===== src/rtl/tc_timer_pkg.sv =====
// Shared definitions for the tc_timer countdown timer: register map, CTRL fields,
// MODE codes and FSM state encodings.
package tc_timer_pkg;

    localparam logic [1:0] AddrCtrl   = 2'd0;
    localparam logic [1:0] AddrPreset = 2'd1;
    localparam logic [1:0] AddrCount  = 2'd2;
    localparam logic [1:0] AddrRsvd   = 2'd3;

    localparam int unsigned CtrlEnBit   = 0;
    localparam int unsigned CtrlModeLsb = 1;
    localparam int unsigned CtrlImBit   = 3;

    localparam logic [1:0] ModeOneShot = 2'd0;
    localparam logic [1:0] ModeReload  = 2'd1;

    typedef enum logic [1:0] {
        StIdle = 2'd0,
        StLoad = 2'd1,
        StCnt  = 2'd2,
        StInt  = 2'd3
    } tc_state_e;

endpackage


===== src/rtl/tc_timer.sv =====
// Memory-mapped programmable countdown timer with one-shot and auto-reload modes
// and a maskable registered interrupt.
module tc_timer
    import tc_timer_pkg::*;
#(
    parameter int unsigned WIDTH = 32
) (
    input  logic        clk,
    input  logic        rst,
    input  logic [1:0]  addr,
    input  logic        write_enable,
    input  logic [31:0] write_data,
    output logic [31:0] read_result,
    output logic        irq
);

    tc_state_e        r_state;
    tc_state_e        w_state_nxt;
    logic             r_en;
    logic             w_en_nxt;
    logic [1:0]       r_mode;
    logic [1:0]       w_mode_nxt;
    logic             r_im;
    logic             w_im_nxt;
    logic             r_pend;
    logic             w_pend_nxt;
    logic [WIDTH-1:0] r_preset;
    logic [WIDTH-1:0] w_preset_nxt;
    logic [WIDTH-1:0] r_count;
    logic [WIDTH-1:0] w_count_nxt;
    logic             w_wr_ctrl;
    logic             w_wr_preset;
    logic             w_reload;

    always_ff @(posedge clk or negedge rst) begin
        if (!rst) begin
            r_state  <= StIdle;
            r_en     <= 1'b0;
            r_mode   <= 2'd0;
            r_im     <= 1'b0;
            r_pend   <= 1'b0;
            r_preset <= '0;
            r_count  <= '0;
        end else begin
            r_state  <= w_state_nxt;
            r_en     <= w_en_nxt;
            r_mode   <= w_mode_nxt;
            r_im     <= w_im_nxt;
            r_pend   <= w_pend_nxt;
            r_preset <= w_preset_nxt;
            r_count  <= w_count_nxt;
        end
    end

    always_comb begin
        w_wr_ctrl    = write_enable && (addr == AddrCtrl);
        w_wr_preset  = write_enable && (addr == AddrPreset);
        w_reload     = (r_mode == ModeReload);
        w_state_nxt  = r_state;
        w_en_nxt     = r_en;
        w_mode_nxt   = r_mode;
        w_im_nxt     = r_im;
        w_pend_nxt   = r_pend;
        w_preset_nxt = r_preset;
        w_count_nxt  = r_count;

        // A register write suppresses every FSM action of this cycle, COUNT included.
        if (w_wr_ctrl || w_wr_preset) begin
            w_state_nxt = StIdle;
            w_pend_nxt  = 1'b0;
            if (w_wr_ctrl) begin
                w_en_nxt   = write_data[CtrlEnBit];
                w_mode_nxt = write_data[CtrlModeLsb +: 2];
                w_im_nxt   = write_data[CtrlImBit];
            end
            if (w_wr_preset) begin
                w_preset_nxt = write_data[WIDTH-1:0];
            end
        end else begin
            // Auto-reload PEND lives for exactly the one cycle after INT.
            if (w_reload) begin
                w_pend_nxt = 1'b0;
            end
            case (r_state)
                StIdle: begin
                    if (r_en) begin
                        w_state_nxt = StLoad;
                    end
                end
                StLoad: begin
                    w_count_nxt = r_preset;
                    w_state_nxt = StCnt;
                end
                StCnt: begin
                    if (!r_en) begin
                        w_state_nxt = StIdle;
                    end else if (r_count == '0) begin
                        w_state_nxt = StInt;
                    end else begin
                        w_count_nxt = r_count - WIDTH'(1);
                    end
                end
                StInt: begin
                    w_pend_nxt = 1'b1;
                    if (w_reload) begin
                        w_state_nxt = StLoad;
                    end else begin
                        w_en_nxt    = 1'b0;
                        w_state_nxt = StIdle;
                    end
                end
                default: w_state_nxt = StIdle;
            endcase
        end
    end

    always_comb begin
        read_result = '0;
        case (addr)
            AddrCtrl:   read_result = {28'd0, r_im, r_mode, r_en};
            AddrPreset: read_result = 32'(r_preset);
            AddrCount:  read_result = 32'(r_count);
            default:    read_result = '0;
        endcase
    end

    assign irq = r_pend & r_im;

endmodule


===== config.mk =====
export PLATFORM = sky130hd
export DESIGN_NAME = tc_timer
export DESIGN_NICKNAME = d
export VERILOG_FILES = /design/src/rtl/tc_timer_pkg.sv /design/src/rtl/tc_timer.sv
export SDC_FILE = /design/constraint.sdc
export NUM_CORES = 1
export LEC_CHECK = 0
export ABC_AREA = 1
export CAP_MARGIN = 20
export CORE_MARGIN = 10
export CORE_UTILIZATION = 30
export DETAILED_ROUTE_END_ITERATION = 8
export PLACE_DENSITY_LB_ADDON = 0.05
export SYNTH_ARGS = -nofsm -noshare
export SYNTH_HDL_FRONTEND = slang
export SYNTH_SLANG_ARGS = --single-unit

===== constraint.sdc =====
create_clock -name clk -period 1.9 [get_ports clk]
set_input_delay 0.38 -clock clk [delete_from_list [all_inputs] [get_ports clk]]
set_output_delay 0.38 -clock clk [all_outputs]
set_load 0.05 [all_outputs]

==> results of run 1 <==
-- synthesized netlist by cell type (7+ instances only) --
cell and instances:
nand2_1 323, dfrtp_1 71, nor2_1 66, inv_1 63, o21ai_0 55, nand3_1 36, clkbuf_1 11, a21oi_1 10
nor2_2 8, o22ai_1 7
-- power by group through the flow --
stage	Clock [mW]	Sequential, mW	Combinational [mW]
floorplan	0	2.33	2.82
global placement	0	2.43	4.31
detailed placement	0	2.44	4.35
CTS	1.82	2.41	4.53
global route	1.89	2.49	5.24
finish	1.78	2.43	4.73
-- registers in the layout, indices dropped and copies added, names as in the netlist --
name and count:
r_count 32, r_en 1, r_im 1, r_mode 2, r_pend 1, r_preset 32
r_state 2
-- area by class of cell --
cell class | count | area [um2] | area share
multi-input cells | 535 | 2520 | 0.381
well taps | 184 | 230 | 0.0349
repair buffers | 111 | 1510 | 0.229
clock inverters | 6 | 67.6 | 0.0102
clock buffers | 10 | 239 | 0.0362
flip-flops and latches | 71 | 1780 | 0.269
inverters | 67 | 263 | 0.0398
-- layer usage --
layer	part of all wire	vias to the layer above	GRT usage
met2	0.45	93	0.248
met3	0.046	20	0.0364
met4	0.017	0	0.0511
li1	-	2373	-
met5	0	-	0
met1	0.49	2167	0.209
-- placed cells by master, fill, tap and decap left out, types with 2 or more instances in the layout --
master,n
o21ai_1,18
nand2_1,320
nor2_4,5
xor2_1,5
inv_1,58
nand3_4,2
o221ai_4,2
clkinvlp_4,3
nand3_1,36
clkbuf_16,10
o211ai_1,2
buf_4,29
inv_2,6
clkdlybuf4s50_1,33
nor2_1,63
buf_12,38
buf_2,2
ha_1,4
o22ai_4,6
nand2_2,6
bufbuf_16,3
buf_6,2
o21ai_2,7
a21oi_1,10
nor2_2,8
dfrtp_1,71
o21ai_0,35
-- worst register-to-register path: stages, from the launching register on --
cell and delay (ps):
dfrtp_1 400, inv_2 90, ha_4 150, nand3_4 110, nor2_4 220, nand2_2 100
nor2_4 120, nand2_2 70, nand3_4 150, buf_8 170, nand2_1 60, o21ai_1 80
-- worst min path at each step --
| stage | startpoint | to | cells after the start |
|---|---|---|---|
| after floorplan | rst | r_count[0]$_DFFE_PN0P_ | 0 |
| after global placement | rst | r_preset[8]$_DFFE_PN0P_ | 2 |
| after detailed placement | rst | r_preset[8]$_DFFE_PN0P_ | 2 |
| after CTS | rst | r_preset[8]$_DFFE_PN0P_ | 2 |
| after global routing | rst | r_preset[8]$_DFFE_PN0P_ | 2 |
| final | rst | r_preset[8]$_DFFE_PN0P_ | 2 |
-- cells by family after synthesis --
| group | Yosys count | share of synthesized area |
|---|---|---|
| flops | 71 | 0.396 |
| fa+ha+maj | 5 | 0.0140 |
| buf+inv | 91 | 0.0868 |
| compound gates | 81 | 0.0952 |
| xor+xnor | 5 | 0.00977 |
| simple gates | 444 | 0.398 |
-- what timing repair did --
item | CTS | global route
pin swaps | 3 | 3
gates resized for setup | 40 | 32
setup endpoints to repair | 52 | 54
gates cloned | 3 | 0
setup buffers | 6 | 1
==> flow_metrics.py, run 1 <==
metrics = {
    "power": {
        "power_mw": 8.94,
        "powerDensity_nw_per_um2": 1350,
        "combinationalPowerShare": 0.530,
        "netSwitchingPower_mw": 4.07,
        "swShare": 0.455,
        "vdd_drop_max_v": 0.000644,
        "power_frac_clock": 0.199,
        "p_int_mw": 4.87,
        "seqPwrFrac": 0.271,
        "p_leak_nw": 3.23,
    },
    "critical_path": {
        "worst-path-buf-inv": 3,
        "endpoint": "read_result[0]",
        "cp_top_family": "buffers and inverters",
        "cp-end-kind": "output port",
        "reg2reg_depth": 11,
        "crit_path_start_kind": "flop",
        "worstSetupPathType": "flop to output port",
        "path_cells": "inv_2, buf_4, o211ai_1, clkbuf_16",
        "cp.depth": 4,
        "worstPathMaxFanout": 3,
        "ff2ff_setup_slack_ps": 110,
        "arrival_ps": 1460,
        "slowest_delay_ps": 380,
        "cp_slowest_cell": "dfrtp_1",
        "rr_endpoint": "r_count[9]$_DFFE_PN0P_",
        "worstPathRequired_ps": 1520,
        "reg2reg_from": "r_count[0]$_DFFE_PN0P_",
        "cp-startpoint": "r_count[0]$_DFFE_PN0P_",
    },
    "clock_tree": {
        "cts_tree": "built",
        "cts_max_level": 3,
        "path_clk_slew_ps": 60,
        "cts-root-buf": "clkbuf_16",
        "clk_latency_ps": 340,
        "hold_buffers": 0,
        "clock_path_buffers": 2,
        "cts_buffers": 9,
        "cts_sinks": 71,
    },
    "grt": {
        "grt_pass1_vias": 4731,
        "grt-ovfl-total": 0,
        "grt_max_degree": 72,
        "antenna_found_initial": 0,
        "grt_first_pass_wirelength_um": 25300,
        "grtUsageTotal": 0.158,
    },
    "route": {
        "wirelength_um": 15600,
        "dr.pass1.iters": 5,
        "drtIter0Drc": 298,
        "dr_total_vias": 4653,
        "vias_per_cell": 4.73,
        "avgRoutedWirePerCell_um": 15.9,
        "ant_nets": 0,
        "drc": 0,
    },
    "timing": {
        "layout_setup_ws_ps": 58.5,
        "fin_setup_tns_ps": 0,
        "fin_worst_skew_ps": 5.26,
        "setup-violations-final": 0,
        "worst_pin_slew_ps": 427,
        "finalHoldViolCount": 0,
        "hold_ws_ps": 63.8,
        "finalCritPeriodShare": 0.969,
        "drv_slew": 0,
        "rsz0062_at_grt": "yes",
        "max_slew_margin": 0.715,
        "fmax_ghz": 0.543,
        "finalCriticalPeriod_ps": 1840,
    },
    "synthesis": {
        "yosysSeqAreaShare": 0.396,
        "synth.top_cell.area_share": 0.396,
        "synthesis.nets": 739,
        "synthFlopType": "dfrtp_1",
        "synth.avg_cell_area_um2": 6.43,
        "netlist_area_um2": 4480,
        "synthCells": 697,
        "synth_area_leaders": "dfrtp_1 40%, nand2_1 27%, o21ai_0 6.1%",
        "async_flop_share": 1.00,
        "yosys_warnings": 0,
        "synth_edf_count": 0,
        "yosysTopAreaCell": "dfrtp_1",
        "synth.distinct_cells": 29,
        "synth-seq-cells": 71,
    },
    "layout": {
        "n_fill_cell": 1499,
        "utilization": 0.453,
        "design_area_um2": 6600,
        "finalNonFillerCells": 984,
        "drive_gt1_frac": 0.175,
        "layout.nets": 837,
        "antenna_cells": 0,
        "area_growth_pct": 47.3,
    },
    "placed_design": {
        "hpwl_um": 11100,
        "placedCellCount": 958,
        "gp_congestion": 0.909,
        "place_ws_ps": -354,
        "io_buffers": 69,
        "place_area_um2": 5900,
    },
    "floorplan": {
        "rows": 44,
        "ios": 70,
        "die-area_um2": 20200,
        "start_util": 0.307,
        "core_area_um2": 14600,
        "die_h_um": 142,
        "die_w_um": 142,
    },
    "job": {
        "maxCapViolations": 0,
    },
    "worst_hold_path": {
        "hold_path_class": "input pin to async pin",
    },
    "run_status": {
        "outcome": "finished, final reports clean",
    },
}
(Power assumes the default switching activity.)
==> run 2, diff against run 1 <==
--- a/config.mk
+++ b/config.mk
@@ -9,8 +9,10 @@
 export CAP_MARGIN = 20
 export CORE_MARGIN = 10
 export CORE_UTILIZATION = 30
+export CTS_CLUSTER_SIZE = 40
 export DETAILED_ROUTE_END_ITERATION = 8
 export PLACE_DENSITY_LB_ADDON = 0.05
+export SLEW_MARGIN = 20
 export SYNTH_ARGS = -nofsm -noshare
 export SYNTH_HDL_FRONTEND = slang
 export SYNTH_SLANG_ARGS = --single-unit
==> results of run 2 <==
No change in the layout: final DEF, timing and power equal those of run 1.
==> run 3, diff against run 2 <==
--- a/config.mk
+++ b/config.mk
@@ -7,12 +7,12 @@
 export LEC_CHECK = 0
 export ABC_AREA = 1
 export CAP_MARGIN = 20
-export CORE_MARGIN = 10
+export CORE_MARGIN = 5
 export CORE_UTILIZATION = 30
 export CTS_CLUSTER_SIZE = 40
 export DETAILED_ROUTE_END_ITERATION = 8
 export PLACE_DENSITY_LB_ADDON = 0.05
-export SLEW_MARGIN = 20
+export SETUP_SLACK_MARGIN = 0.5
 export SYNTH_ARGS = -nofsm -noshare
 export SYNTH_HDL_FRONTEND = slang
 export SYNTH_SLANG_ARGS = --single-unit
==> flow_metrics.py, run 3 (synthesis results as in run 1) <==
metrics = {
    "critical_path": {
        "cp-end-kind": "flop",
        "worstPathRequired_ps": 2180,
        "worstPathMaxFanout": 6,
        "crit_path_start_kind": "flop",
        "worstSetupPathType": "flop to flop",
        "arrival_ps": 2120,
    },
    "timing": {
        "setup-violations-final": 0,
        "finalCriticalPeriod_ps": 1840,
        "fmax_ghz": 0.543,
        "drv_slew": 0,
        "worst_pin_slew_ps": 416,
        "rsz0062_at_grt": "yes",
        "hold_ws_ps": 50.3,
        "max_slew_margin": 0.722,
        "fin_worst_skew_ps": 10.4,
        "finalHoldViolCount": 0,
        "finalCritPeriodShare": 0.969,
    },
    "layout": {
        "drive_gt1_frac": 0.441,
        "n_fill_cell": 1273,
        "antenna_cells": 0,
        "area_growth_pct": 89.0,
        "utilization": 0.581,
        "layout_common_cells": "201 x nand2_1, 74 x nand2_2, 59 x dfrtp_1",
        "layout.nets": 900,
        "top_regs": "r_count: 32 flops, r_preset: 32 flops",
        "layout_commonest_cell": "nand2_1",
    },
    "placed_design": {
        "hpwl_um": 10800,
        "gp_congestion": 0.842,
        "io_buffers": 69,
    },
    "route": {
        "drtIter0Drc": 291,
        "met2_length_um": 8700,
        "avgRoutedWirePerCell_um": 17.2,
        "drt-met1-wl_um": 8020,
        "wirelength_um": 18000,
        "vias_per_cell": 4.92,
        "ant_nets": 0,
        "maxUsedRoutingLayer": "met4",
        "drc": 0,
        "wl_met3_um": 874,
        "dr.pass1.iters": 5,
        "dr_total_vias": 5152,
    },
    "clock_tree": {
        "cts_tree": "built",
        "cts-root-buf": "clkbuf_16",
        "cts_max_level": 3,
        "path_clk_slew_ps": 70,
        "cts_buffers": 9,
        "clk_latency_ps": 350,
        "clock_path_buffers": 2,
        "cts_sinks": 71,
        "hold_buffers": 0,
    },
    "grt": {
        "grtUsageTotal": 0.204,
        "grt_first_pass_wirelength_um": 28300,
        "antenna_found_initial": 0,
        "grt_pass1_vias": 5235,
        "grt_max_degree": 72,
        "grt-ovfl-total": 0,
    },
    "floorplan": {
        "die_h_um": 132,
        "start_util": 0.307,
        "ios": 70,
        "rows": 44,
        "die-area_um2": 17500,
        "die_w_um": 132,
        "core_area_um2": 14600,
    },
    "job": {
        "maxCapViolations": 0,
    },
    "power": {
        "p_leak_nw": 4.14,
        "vdd_drop_max_v": 0.000704,
        "powerDensity_nw_per_um2": 1330,
    },
    "worst_hold_path": {
        "hold_path_class": "input pin to async pin",
    },
    "run_status": {
        "outcome": "finished, final reports clean",
    },
}
## run 3: cell types whose count changed in the layout (fill, tap and decap cells not counted), sizes merged
cell	previous run	this run
bufinv	1	2
clkbuf	12	10
bufbuf	3	1
clkinvlp	3	0
inv	66	71
nand2	327	328
buf	73	136
## run 3: worst paths after layout
check / from / endpoint / slack (ps) / cells after the start
setup / recovery: r_count[1]$_DFFE_PN0P_ / r_count[15]$_DFFE_PN0P_ / 60 / 12
hold / removal: rst / r_preset[8]$_DFFE_PN0P_ / 50 / 2
setup reg to reg: r_count[1]$_DFFE_PN0P_ / r_count[15]$_DFFE_PN0P_ / 60 / 12
hold reg to reg: r_preset[2]$_DFFE_PN0P_ / r_preset[2]$_DFFE_PN0P_ / 510 / 2
max in group asynchronous: rst / r_count[15]$_DFFE_PN0P_ / 1490 / 2
min in group clk: r_preset[2]$_DFFE_PN0P_ / r_preset[2]$_DFFE_PN0P_ / 510 / 2
## run 3: area by class of cell
type                            count  area, um2  area share
Clock buffer                        9        225      0.0266
Clock inverter                      7        104      0.0123
Inverter                           67        308      0.0363
Multi-Input combinational cell    536       3430       0.405
Sequential cell                    71       1790       0.211
Tap cell                          184        230      0.0272
Timing Repair Buffer              171       2360       0.278
Timing Repair inverter              2       27.5     0.00325
## run 3: worst max-delay path, stage by stage, from the launching register on
cell	delay, ps
dfrtp_1	400
inv_2	90
ha_4	150
nand3_4	80
nor2_4	160
nand2_2	90
nor2_4	90
nand2_2	70
nand3_4	160
buf_12	180
buf_8	130
nand2_1	80
nand2_1	70
## run 3: timing repair
item                       CTS  global route
buffers inserted            44             6
setup endpoints to repair  104           100
hold endpoints to repair     0             0
resized for setup          194           147
cloned                      17             0
pin swaps                   37            24
## run 3: per-layer routing
metal  vias to the layer above  track usage
li1                       2512            -
met1                      2456        0.282
met5                         -            0
met4                         0       0.0679
met2                       159        0.327
met3                        25       0.0294
## run 3: stage by stage
step	cells	TNS (ps)	power, mW	setup slack, ps	cell area [um2]
2_1_floorplan	697	0	5.32	83.8	4690
3_3_place_gp	964	-22180	6.85	-304	6120
3_5_place_dp	964	-22410	6.90	-315	6120
4_1_cts	1041	0	10.6	92.4	7940
5_1_grt	1047	-22.9	11.9	-22.9	8470
6_report	1047	0	11.3	58.5	8470
## run 3: report_power, final
group / switching (mW) / total (mW) / internal [mW]
registers: 0.583 / 2.56 / 1.98
clock network: 0.764 / 1.93 / 1.17
logic: 3.81 / 6.81 / 3.00
total: 5.16 / 11.3 / 6.14
